File: src/rtl/fp_addsub_norm_seq_if.sv
// Operand/result handshake bundle for the FP add/sub normaliser-rounder.
// master drives operands and out_ready; slave is the normaliser itself.
interface fp_addsub_norm_seq_if #(
  parameter int EXP_WIDTH  = 11,
  parameter int MANT_WIDTH = 52,
  parameter int DATA_WIDTH = 64
);
  logic                    in_valid;
  logic                    in_ready;
  logic [EXP_WIDTH-1:0]    in_Exp;
  logic [MANT_WIDTH+5:0]   in_Mant;
  logic [1:0]              in_Round;
  logic                    out_valid;
  logic                    out_ready;
  logic [DATA_WIDTH-1:0]   out_result;
  logic                    out_flag_OF;
  logic                    out_flag_UF;
  logic                    out_flag_NX;

  modport master (
    output in_valid, in_Exp, in_Mant, in_Round, out_ready,
    input  in_ready, out_valid, out_result, out_flag_OF, out_flag_UF, out_flag_NX
  );

  modport slave (
    input  in_valid, in_Exp, in_Mant, in_Round, out_ready,
    output in_ready, out_valid, out_result, out_flag_OF, out_flag_UF, out_flag_NX
  );
endinterface

File: src/rtl/fp_addsub_norm_seq.sv
// Sequential normaliser/rounder placed after the aligned mantissa adder: magnitude,
// iterative bounded left shift, IEEE rounding and packing with OF/UF/NX flags.
module fp_addsub_norm_seq #(
  parameter int EXP_WIDTH  = 11,
  parameter int MANT_WIDTH = 52,
  parameter int DATA_WIDTH = 64,
  parameter int SHIFT_STEP = 8
) (
  input logic               in_clk,
  input logic               in_rst_n,
  fp_addsub_norm_seq_if.slave bus
);
  localparam int EW = EXP_WIDTH;
  localparam int MW = MANT_WIDTH;
  localparam int XW = EXP_WIDTH + 2;

  localparam logic [1:0] RNE = 2'd0;
  localparam logic [1:0] RTZ = 2'd1;
  localparam logic [1:0] RUP = 2'd2;
  localparam logic [1:0] RDN = 2'd3;

  localparam logic [XW-1:0] EXP_ONE  = XW'(1);
  localparam logic [XW-1:0] EXP_ALL1 = {2'b00, {EW{1'b1}}};

  if (DATA_WIDTH != 1 + EXP_WIDTH + MANT_WIDTH) begin : gBadWidth
    $error("DATA_WIDTH must equal 1+EXP_WIDTH+MANT_WIDTH");
  end

  typedef enum logic [2:0] {
    IDLE,
    PREP,
    SHIFT,
    ROUND,
    DONE
  } state_e;

  state_e              state_q;
  logic                prepPhase_q;
  logic [MW+5:0]       raw_q;
  logic [MW+4:0]       mag_q;
  logic [XW-1:0]       exp_q;
  logic                sign_q;
  logic [1:0]          round_q;
  logic                inReady_q;
  logic                outValid_q;
  logic [DATA_WIDTH-1:0] result_q;
  logic                of_q;
  logic                uf_q;
  logic                nx_q;

  logic [MW+4:0]       negMag_d;
  logic [MW+4:0]       prepMag_d;
  logic [XW-1:0]       prepExp_d;
  logic [31:0]         lzCnt;
  logic [31:0]         shAmt;
  logic [31:0]         shLimit;
  logic [MW+2:0]       shUpper;
  logic [MW+4:0]       shMag_d;
  logic [XW-1:0]       shExp_d;
  logic                rInexact;
  logic                rInc;
  logic [MW+1:0]       rSum;
  logic [XW-1:0]       rExp;
  logic                rHidden;
  logic [MW-1:0]       rFrac;
  logic [EW-1:0]       rExpField;
  logic                rOvf;
  logic                rToInf;
  logic [DATA_WIDTH-1:0] rResult;
  logic                rUf;
  logic                rNx;

  // Negation is registered on its own, so the wide carry chain and the carry/zero decision sit in separate cycles
  always_comb begin
    negMag_d = raw_q[MW+5] ? (~raw_q[MW+4:0] + (MW+5)'(1)) : raw_q[MW+4:0];
    prepMag_d = mag_q;
    prepExp_d = exp_q;
    if (mag_q[MW+4]) begin
      prepMag_d = {1'b0, mag_q[MW+4:2], mag_q[1] | mag_q[0]};
      prepExp_d = exp_q + EXP_ONE;
    end
  end

  // Leading zeros are counted from the hidden bit down through R; S never moves
  always_comb begin
    lzCnt = 32'(MW + 3);
    for (int i = 0; i < MW + 3; i++) begin
      if (mag_q[1+i]) lzCnt = 32'(MW + 2 - i);
    end
    shLimit = 32'(exp_q) - 32'd1;
    shAmt   = lzCnt;
    if (shAmt > 32'(SHIFT_STEP)) shAmt = 32'(SHIFT_STEP);
    if (shAmt > shLimit) shAmt = shLimit;
    shUpper = mag_q[MW+3:1] << shAmt;
    shMag_d = {1'b0, shUpper, mag_q[0]};
    shExp_d = exp_q - XW'(shAmt);
  end

  always_comb begin
    rInexact = mag_q[2] | mag_q[1] | mag_q[0];
    rInc     = 1'b0;
    case (round_q)
      RNE:     rInc = mag_q[2] & (mag_q[1] | mag_q[0] | mag_q[3]);
      RTZ:     rInc = 1'b0;
      RUP:     rInc = ~sign_q & rInexact;
      default: rInc = sign_q & rInexact;
    endcase
    rSum    = {1'b0, mag_q[MW+3:3]} + {{(MW+1){1'b0}}, rInc};
    rExp    = exp_q;
    rHidden = rSum[MW];
    rFrac   = rSum[MW-1:0];
    if (rSum[MW+1]) begin
      rExp    = exp_q + EXP_ONE;
      rHidden = 1'b1;
      rFrac   = '0;
    end
    rExpField = rHidden ? rExp[EW-1:0] : '0;
    rOvf      = rHidden && (rExp >= EXP_ALL1);
    rToInf    = (round_q == RNE) || ((round_q == RUP) && !sign_q) ||
                ((round_q == RDN) && sign_q);
    if (rOvf) begin
      rResult = rToInf ? {sign_q, {EW{1'b1}}, {MW{1'b0}}}
                       : {sign_q, {{(EW-1){1'b1}}, 1'b0}, {MW{1'b1}}};
    end else begin
      rResult = {sign_q, rExpField, rFrac};
    end
    rUf = !rOvf && (rExpField == '0);
    rNx = rInexact | rOvf;
  end

  always_ff @(posedge in_clk or negedge in_rst_n) begin
    if (!in_rst_n) begin
      state_q     <= IDLE;
      prepPhase_q <= 1'b0;
      raw_q       <= '0;
      mag_q       <= '0;
      exp_q       <= '0;
      sign_q      <= 1'b0;
      round_q     <= RNE;
      inReady_q   <= 1'b1;
      outValid_q  <= 1'b0;
      result_q    <= '0;
      of_q        <= 1'b0;
      uf_q        <= 1'b0;
      nx_q        <= 1'b0;
    end else begin
      case (state_q)
        IDLE: begin
          if (bus.in_valid) begin
            raw_q       <= bus.in_Mant;
            round_q     <= bus.in_Round;
            exp_q       <= (bus.in_Exp == '0) ? EXP_ONE : {2'b00, bus.in_Exp};
            prepPhase_q <= 1'b0;
            inReady_q   <= 1'b0;
            state_q     <= PREP;
          end
        end
        PREP: begin
          if (!prepPhase_q) begin
            sign_q      <= raw_q[MW+5];
            mag_q       <= negMag_d;
            prepPhase_q <= 1'b1;
          end else if (mag_q == '0) begin
            result_q   <= {(round_q == RDN), {(DATA_WIDTH-1){1'b0}}};
            of_q       <= 1'b0;
            uf_q       <= 1'b0;
            nx_q       <= 1'b0;
            outValid_q <= 1'b1;
            state_q    <= DONE;
          end else begin
            mag_q <= prepMag_d;
            exp_q <= prepExp_d;
            if (!prepMag_d[MW+3] && (prepExp_d > EXP_ONE)) state_q <= SHIFT;
            else                                            state_q <= ROUND;
          end
        end
        SHIFT: begin
          mag_q <= shMag_d;
          exp_q <= shExp_d;
          if (shMag_d[MW+3] || (shExp_d == EXP_ONE)) state_q <= ROUND;
        end
        ROUND: begin
          result_q   <= rResult;
          of_q       <= rOvf;
          uf_q       <= rUf;
          nx_q       <= rNx;
          outValid_q <= 1'b1;
          state_q    <= DONE;
        end
        DONE: begin
          if (bus.out_ready) begin
            outValid_q <= 1'b0;
            inReady_q  <= 1'b1;
            state_q    <= IDLE;
          end
        end
        default: state_q <= IDLE;
      endcase
    end
  end

  assign bus.in_ready    = inReady_q;
  assign bus.out_valid   = outValid_q;
  assign bus.out_result  = result_q;
  assign bus.out_flag_OF = of_q;
  assign bus.out_flag_UF = uf_q;
  assign bus.out_flag_NX = nx_q;
endmodule

File: src/flat_wrapper.sv
// flat-port wrapper written by rule: the top's interface ports become plain ports
module fp_addsub_norm_seq_flat 
#(
  parameter int EXP_WIDTH  = 11,
  parameter int MANT_WIDTH = 52,
  parameter int DATA_WIDTH = 64,
  parameter int SHIFT_STEP = 8
)
  (in_clk, in_rst_n, bus_in_valid, bus_in_Exp, bus_in_Mant, bus_in_Round, bus_out_ready, bus_in_ready, bus_out_valid, bus_out_result, bus_out_flag_OF, bus_out_flag_UF, bus_out_flag_NX);
  fp_addsub_norm_seq_if #(.EXP_WIDTH(EXP_WIDTH), .MANT_WIDTH(MANT_WIDTH), .DATA_WIDTH(DATA_WIDTH)) bus_i ();
  input logic in_clk;
  input logic in_rst_n;
  input wire logic [$bits(bus_i.in_valid)-1:0] bus_in_valid;
  input wire logic [$bits(bus_i.in_Exp)-1:0] bus_in_Exp;
  input wire logic [$bits(bus_i.in_Mant)-1:0] bus_in_Mant;
  input wire logic [$bits(bus_i.in_Round)-1:0] bus_in_Round;
  input wire logic [$bits(bus_i.out_ready)-1:0] bus_out_ready;
  output wire logic [$bits(bus_i.in_ready)-1:0] bus_in_ready;
  output wire logic [$bits(bus_i.out_valid)-1:0] bus_out_valid;
  output wire logic [$bits(bus_i.out_result)-1:0] bus_out_result;
  output wire logic [$bits(bus_i.out_flag_OF)-1:0] bus_out_flag_OF;
  output wire logic [$bits(bus_i.out_flag_UF)-1:0] bus_out_flag_UF;
  output wire logic [$bits(bus_i.out_flag_NX)-1:0] bus_out_flag_NX;
  assign bus_i.in_valid = bus_in_valid;
  assign bus_i.in_Exp = bus_in_Exp;
  assign bus_i.in_Mant = bus_in_Mant;
  assign bus_i.in_Round = bus_in_Round;
  assign bus_i.out_ready = bus_out_ready;
  assign bus_in_ready = bus_i.in_ready;
  assign bus_out_valid = bus_i.out_valid;
  assign bus_out_result = bus_i.out_result;
  assign bus_out_flag_OF = bus_i.out_flag_OF;
  assign bus_out_flag_UF = bus_i.out_flag_UF;
  assign bus_out_flag_NX = bus_i.out_flag_NX;
  fp_addsub_norm_seq #(.EXP_WIDTH(EXP_WIDTH), .MANT_WIDTH(MANT_WIDTH), .DATA_WIDTH(DATA_WIDTH), .SHIFT_STEP(SHIFT_STEP)) u_core (.in_clk(in_clk), .in_rst_n(in_rst_n), .bus(bus_i));
endmodule
File: config.mk
export PLATFORM = sky130hd
export DESIGN_NAME = fp_addsub_norm_seq_flat
export DESIGN_NICKNAME = d
export VERILOG_FILES = /design/src/rtl/fp_addsub_norm_seq_if.sv /design/src/rtl/fp_addsub_norm_seq.sv /design/src/flat_wrapper.sv
export SDC_FILE = /design/constraint.sdc
export NUM_CORES = 1
export LEC_CHECK = 0
export ABC_CLOCK_PERIOD_IN_PS = 17150
export CORE_UTILIZATION = 41
export CTS_BUF_LIST = sky130_fd_sc_hd__clkbuf_2
export CTS_CLUSTER_SIZE = 16
export DETAILED_ROUTE_END_ITERATION = 10
export PLACE_DENSITY = 0.67
export SYNTH_ARGS = -nofsm -noshare
export SYNTH_HDL_FRONTEND = slang
export SYNTH_SLANG_ARGS = --single-unit
File: constraint.sdc
create_clock -name in_clk -period 17.15 [get_ports in_clk]
set_clock_uncertainty 0.15 [all_clocks]
set_input_delay 2.5725 -clock in_clk [delete_from_list [all_inputs] [get_ports in_clk]]
set_output_delay 2.5725 -clock in_clk [all_outputs]
set_load 0.02 [all_outputs]
* Yosys cells after proc, flatten, opt, wreduce, memory -nomap -nowiden *
Cells that the tools add are included.

storage, ports and cells
  bits of input ports = 75
  word-level logic and storage cells = 186
  output and inout bits = 69
  bits in registers = 204

cells by class
  multiplexer cells = 98
  shift-type cells = 1
  bitwise gates (word level) = 12
  reductions and logical operators = 33
  $add $sub $neg = 5
  equality and inequality tests = 18
  magnitude comparators = 4

operators by type and width
  operator                 number
  $mux W6                  33
  $mux W57                 3
  $mux W64                 2
  $pmux W64 S2             1
  $pmux W57 S2             1
  $mux W5                  16
  $mux W13                 5
  $mux W63                 1
  $add A57 B1 Y57 const B  1
  $logic_not A57 Y1        1
  $not A57 Y57             1
  $mux W56                 1
  $shl A55 B32 Y55         1
  $add A53 B1 Y54          1
  $mux W53                 1
  $mux W52                 1
  $pmux W13 S3             1
  $gt A6 B32 Y1            1
  $mux W32                 1
  $mux W3                  9
  $logic_not A11 Y1        2
  $mux W11                 2
  $reduce_and A4 Y1        4
  $pmux W3 S5              1
  other kinds (31)         80

* Logic depth before layout (Yosys ltp) *
  depth after elaboration = 64
  gate-level depth with buffers = 31
  depth with buffers taken out = 27

* Worst setup path before layout *
No wires, ideal clock.

  kind = register to register
  start = register u_core.exp_q[0]
  end = register u_core.state_q[0]
  slack = 10.710 ns
  buffers on the path = 5
  period minus slack after synthesis = 6.440 ns
  required time = 16.913 ns
  data arrival time = 6.204 ns
  cell stages (with the launch flop) = 28
  cells stage by stage = dfrtp_1 clkbuf_1 inv_1 ha_1 xnor2_1 ha_1 o21ai_0 a21oi_1 o41ai_1 clkbuf_1 nor4_1 or2_1 buf_2 inv_2 buf_4 buf_4 ha_1 nor2b_1 o21ai_0 a21boi_0 o21ai_0 a21oi_1 or4b_2 a21oi_1 xnor2_1 nor2_1 or4_1 o211ai_1

between the ends
  longest elaborated chain between the ends = 8

RTL lines
  element                                                            line                                                  RTL
  start: declaration                                                 fp_addsub_norm_seq.sv:41                              logic [XW-1:0] exp_q;
  start signal: assignment                                           fp_addsub_norm_seq.sv:152                             exp_q <= (bus.in_Exp == '0) ? EXP_ONE : {2'b00, bus.in_Exp};
  start signal: assignment                                           fp_addsub_norm_seq.sv:172                             exp_q <= prepExp_d;
  start signal: assignment                                           fp_addsub_norm_seq.sv:179                             exp_q <= shExp_d;
  $sub A13 B1 Y14 / $add A13 B1 Y13 (equally long branches)          fp_addsub_norm_seq.sv:90, fp_addsub_norm_seq.sv:80
  $gt A6 B32 Y1 / $mux W13 (equally long branches)                   fp_addsub_norm_seq.sv:93, fp_addsub_norm_seq.sv:78
  $mux W32 / $gt A13 B1 Y1 (equally long branches)                   fp_addsub_norm_seq.sv:93, fp_addsub_norm_seq.sv:173
  $sub A13 B13 Y13 / $logic_and A1 B1 Y1 (equally long branches)     fp_addsub_norm_seq.sv:96, fp_addsub_norm_seq.sv:173
  $eq A13 B1 Y1 / $mux W1 (equally long branches)                    fp_addsub_norm_seq.sv:180, fp_addsub_norm_seq.sv:173
  $logic_or A1 B1 Y1 / $mux W3 (equally long branches)               fp_addsub_norm_seq.sv:180, fp_addsub_norm_seq.sv:163
  $ne A2 B1 Y1 (no line) / $mux W3 (equally long branches)           --
  $reduce_and A4 Y1 (no line) / $pmux W3 S5 (equally long branches)  --
  end signal: assignment                                             fp_addsub_norm_seq.sv:180                             if (shMag_d[MW+3] || (shExp_d == EXP_ONE)) state_q <= ROUND;
  end signal: assignment                                             fp_addsub_norm_seq.sv:188                             state_q <= DONE;
  end signal: assignment                                             fp_addsub_norm_seq.sv:194                             state_q <= IDLE;
  end: declaration                                                   fp_addsub_norm_seq.sv:37                              state_e state_q;

Several ways; a longest one is shown, not always the timed one. The select of a mux whose other input is x is not followed.
A chain may end at the register's enable or synchronous reset.

* Worst setup path in the final report *
Same ends and word-level chain as after synthesis.

==> metrics.md <==
| Metric | Value |
|---|---|
| Vias in the first global route | 15438 |
| Layout area overhead | 12.8% |
| CTS tree | done |
| Max-slew headroom | 21.9% |
| Post-synthesis cell count | 1934 |
| Crit-path max FO | 42 |
| WP data arrival | 8.24 ns |
| Yosys top cell area share | 30.6% |
| Worst-Skew Late Latency | 1.07 ns |
| Compound-gate portion of the synthesized area | 24.8% |
| Fin crit share | 43.4% |
| Initial core utilization | 41.7% |
| Initial DRC count | 1657 |
| Max-Cap Viols | 0 |
| Mux contribution to synthesized area | 12.4% |
| Max Fclk | 0.134 GHz |
| Die X | 203 um |
| Number of distinct library cells after synthesis | 99 |
| Final count of hold timing violations | 0 |
| Leading area contributor after synthesis | dfrtp_1 |
| # IOs | 144 |
| #FFs+latches synth | 204 |
| Critical path cell sequence | inv_1 > ha_1 > xnor2_1 > ha_1 > and4_1 > nand3_1 > nand2_1 > or4_1 > nand2_4 > inv_4 > ha_1 > nor2b_1 > o21ai_0 > nand2b_1 > a21o_1 > a21oi_1 > nand3_1 > a211oi_1 > xnor2_1 > nor2_1 > or4_1 > o211ai_1 |
| # DRC | 0 |
| Number of flops mapped to enable cells by yosys | 0 |
| CTS buffer count | 57 |
| Worst vdd ir | 0.129 mV |
| RSZ-0062 raised after global routing | false |
| PD cells | 247 mW/mm^2 |
| Post-DR vias/cell | 6.32 |
| Vias | 16192 |
| Post-CTS Resized | 0 |
| Final Setup Violations | 0 |
| Period minus WS final | 7.44 ns |
| P_leak | 7.31 nW |
| Synthesized-area fraction occupied by adder cells | 1.55% |
| Non-Filler Instances | 2561 |
| Gp weighted congestion | 0.985 |
| Detailed Place HPWL | 47200 um |
| Post-CTS Setup Inserts | 0 |
| Sink Count | 204 |
| Synth warn | 0 |
| Final nets | 2081 |
| Clk root buf | clkbuf_2 |
| First-pass GRT wire length | 96900 um |
| Total grt overflow | 0 |
| Worst Setup Start Kind | flop |
| Worst min-delay path class | reg -> reg |
| Pre-Repair DR Iteration Count | 6 |
| Tot GR Track Use | 30.8% |
| Final TNS setup | 0 ns |
| Hold buffers post-CTS | 0 |
| I/O Buffers | 143 |
| Synth Flop Type | dfrtp_1 |
| Data required, critical path | 17.94 ns |
| Synth area leaders | dfrtp_1 (31%), mux2_2 (5.7%), mux2i_1 (5.1%) |
| Count leader, synth | dfrtp_1 |
| Detailed Route WL | 64000 um |
| H-tree depth | 2 |
| Outcome | complete, no violations |
| Synth cell count leaders | dfrtp_1 (203), nand2_1 (165), o21ai_0 (137), clkbuf_1 (123), nor2_1 (120) |
| CTS Buffer Depth | 3 |
| Antenna viol nets, final | 0 |
| Site Rows | 73 |
| Die H | 203 um |
| Cells after DPL | 2452 |
| Avg Inst Size Synth | 8.59 um^2 |
| Initial antenna violation count | 4 |
| Crit-path max cell delay | 0.92 ns |
| Seq/Total Area, Yosys | 30.7% |
| Share of layout cells above drive strength 1 | 13.1% |
| CTS clock-pin slew for the worst setup and hold paths | 0.11 ns |
| Die Area | 0.0413 mm^2 |
| Simple-Gate Fraction of Synth Area | 17.3% |
| Largest net degree at the start of global routing | 74 |
| Core area | 0.0398 mm^2 |
| Crit path top cell by count | ha_1 |
| Slew Viols, Final | 0 |
| Main combinational cell family by area after synthesis | compound AO/OA/AOI/OAI gates |
| Ys async rst share | 100% |
| Synthesized area | 0.0166 mm^2 |
| Slew at the pin with the worst max-slew slack | 1.16 ns |
| Xor-xnor portion of the synthesized cell area | 7.07% |
| CP Class | reg -> reg |
| Crit-path slowest cell | or4_1 |
| Worst Setup End Kind | flop |
| Routed WL per cell | 25.0 um |
cells in the final DEF, fill, tap and decap left out, drive strengths merged, types with 71 or more instances in the layout:
| master | synthesis | layout |
|---|---|---|
| a21oi | 100 | 100 |
| clkbuf | 123 | 71 |
| clkdlybuf4s50 | 0 | 142 |
| dfrtp | 203 | 203 |
| mux2 | 90 | 90 |
| mux2i | 87 | 87 |
| nand2 | 168 | 168 |
| nand3 | 76 | 76 |
| nor2 | 121 | 121 |
| o21ai | 151 | 151 |
sequential cells by signal (all words and copies together) (netlist names), 2 cells and up:
register               count
u_core.bus.out_result     64
u_core.state_q             3
u_core.exp_q              13
u_core.mag_q              57
u_core.round_q             2
u_core.raw_q              58
cells by family after synthesis:
group / Yosys count
xor+xnor: 134
other cells: 2
simple gates: 575
mux: 184
buf+inv: 226
compound gates: 589
flops: 204
fa+ha+maj: 20
power breakdown:
part / switching, mW / internal [mW] / total (mW)
Combinational: 1.87 / 1.20 / 3.06
Clock: 0.240 / 0.150 / 0.390
Sequential: 0.450 / 0.722 / 1.17
critical path: cells and delay by family (launching register included):
kind / cells / cell delay (ns)
buffers and inverters: 2 / 0.59
xor gates and xnor gates: 2 / 0.53
AOI/OAI and AO/OA: 5 / 1.24
and+or+nand+nor: 10 / 3.13
DFF: 1 / 0.65
adders and majority gates: 3 / 1.03
final cells by class:
| type | count | area, um^2 |
|---|---|---|
| diodes | 3 | 7.51 |
| clock buffers | 70 | 350 |
| clock inverters | 36 | 214 |
| fillers | 3969 | 21100 |
| inverters | 40 | 155 |
| multi-input cells | 1505 | 10500 |
| flip-flops and latches | 204 | 5110 |
| well taps | 525 | 657 |
| repair buffers | 178 | 1700 |
stage by stage:
stage                     hold WS [ns]  power [mW]  util [%]  setup slack (ns)  cell area, um^2
after floorplan                  0.328        3.12         -             10.71            16600
after global placement           0.312        4.14      45.6              9.89            18200
after detailed placement         0.321        4.15      45.6              9.87            18200
after CTS                        0.345        4.56      47.0              9.82            18700
after global routing             0.360        4.91      47.0              9.24            18700
final                            0.343        4.62      47.0              9.71            18700
routing by layer:
metal | GRT usage (%) | part of all wire [%] | vias up
li1 | - | - | 7361
met1 | 43.7 | 44 | 7842
met2 | 44.3 | 42 | 822
met3 | 6.15 | 9.0 | 165
met4 | 14.8 | 4.9 | 2
met5 | 0 | 0.011 | -
worst paths after layout:
kind,from,endpoint,slack [ns],cells past startpoint
min,u_core.bus.out_flag_NX,u_core.bus.out_flag_NX,0.34,1
max reg2reg,u_core.exp_q[0],u_core.state_q[0],9.71,22
min reg2reg,u_core.bus.out_flag_NX,u_core.bus.out_flag_NX,0.34,1
min in group asynchronous,in_rst_n,u_core.mag_q[39],1.34,1
max in group asynchronous,in_rst_n,u_core.bus.out_result[44],14.08,2
max,u_core.exp_q[0],u_core.state_q[0],9.71,22
Note: power is estimated with default switching activity, not from simulation.
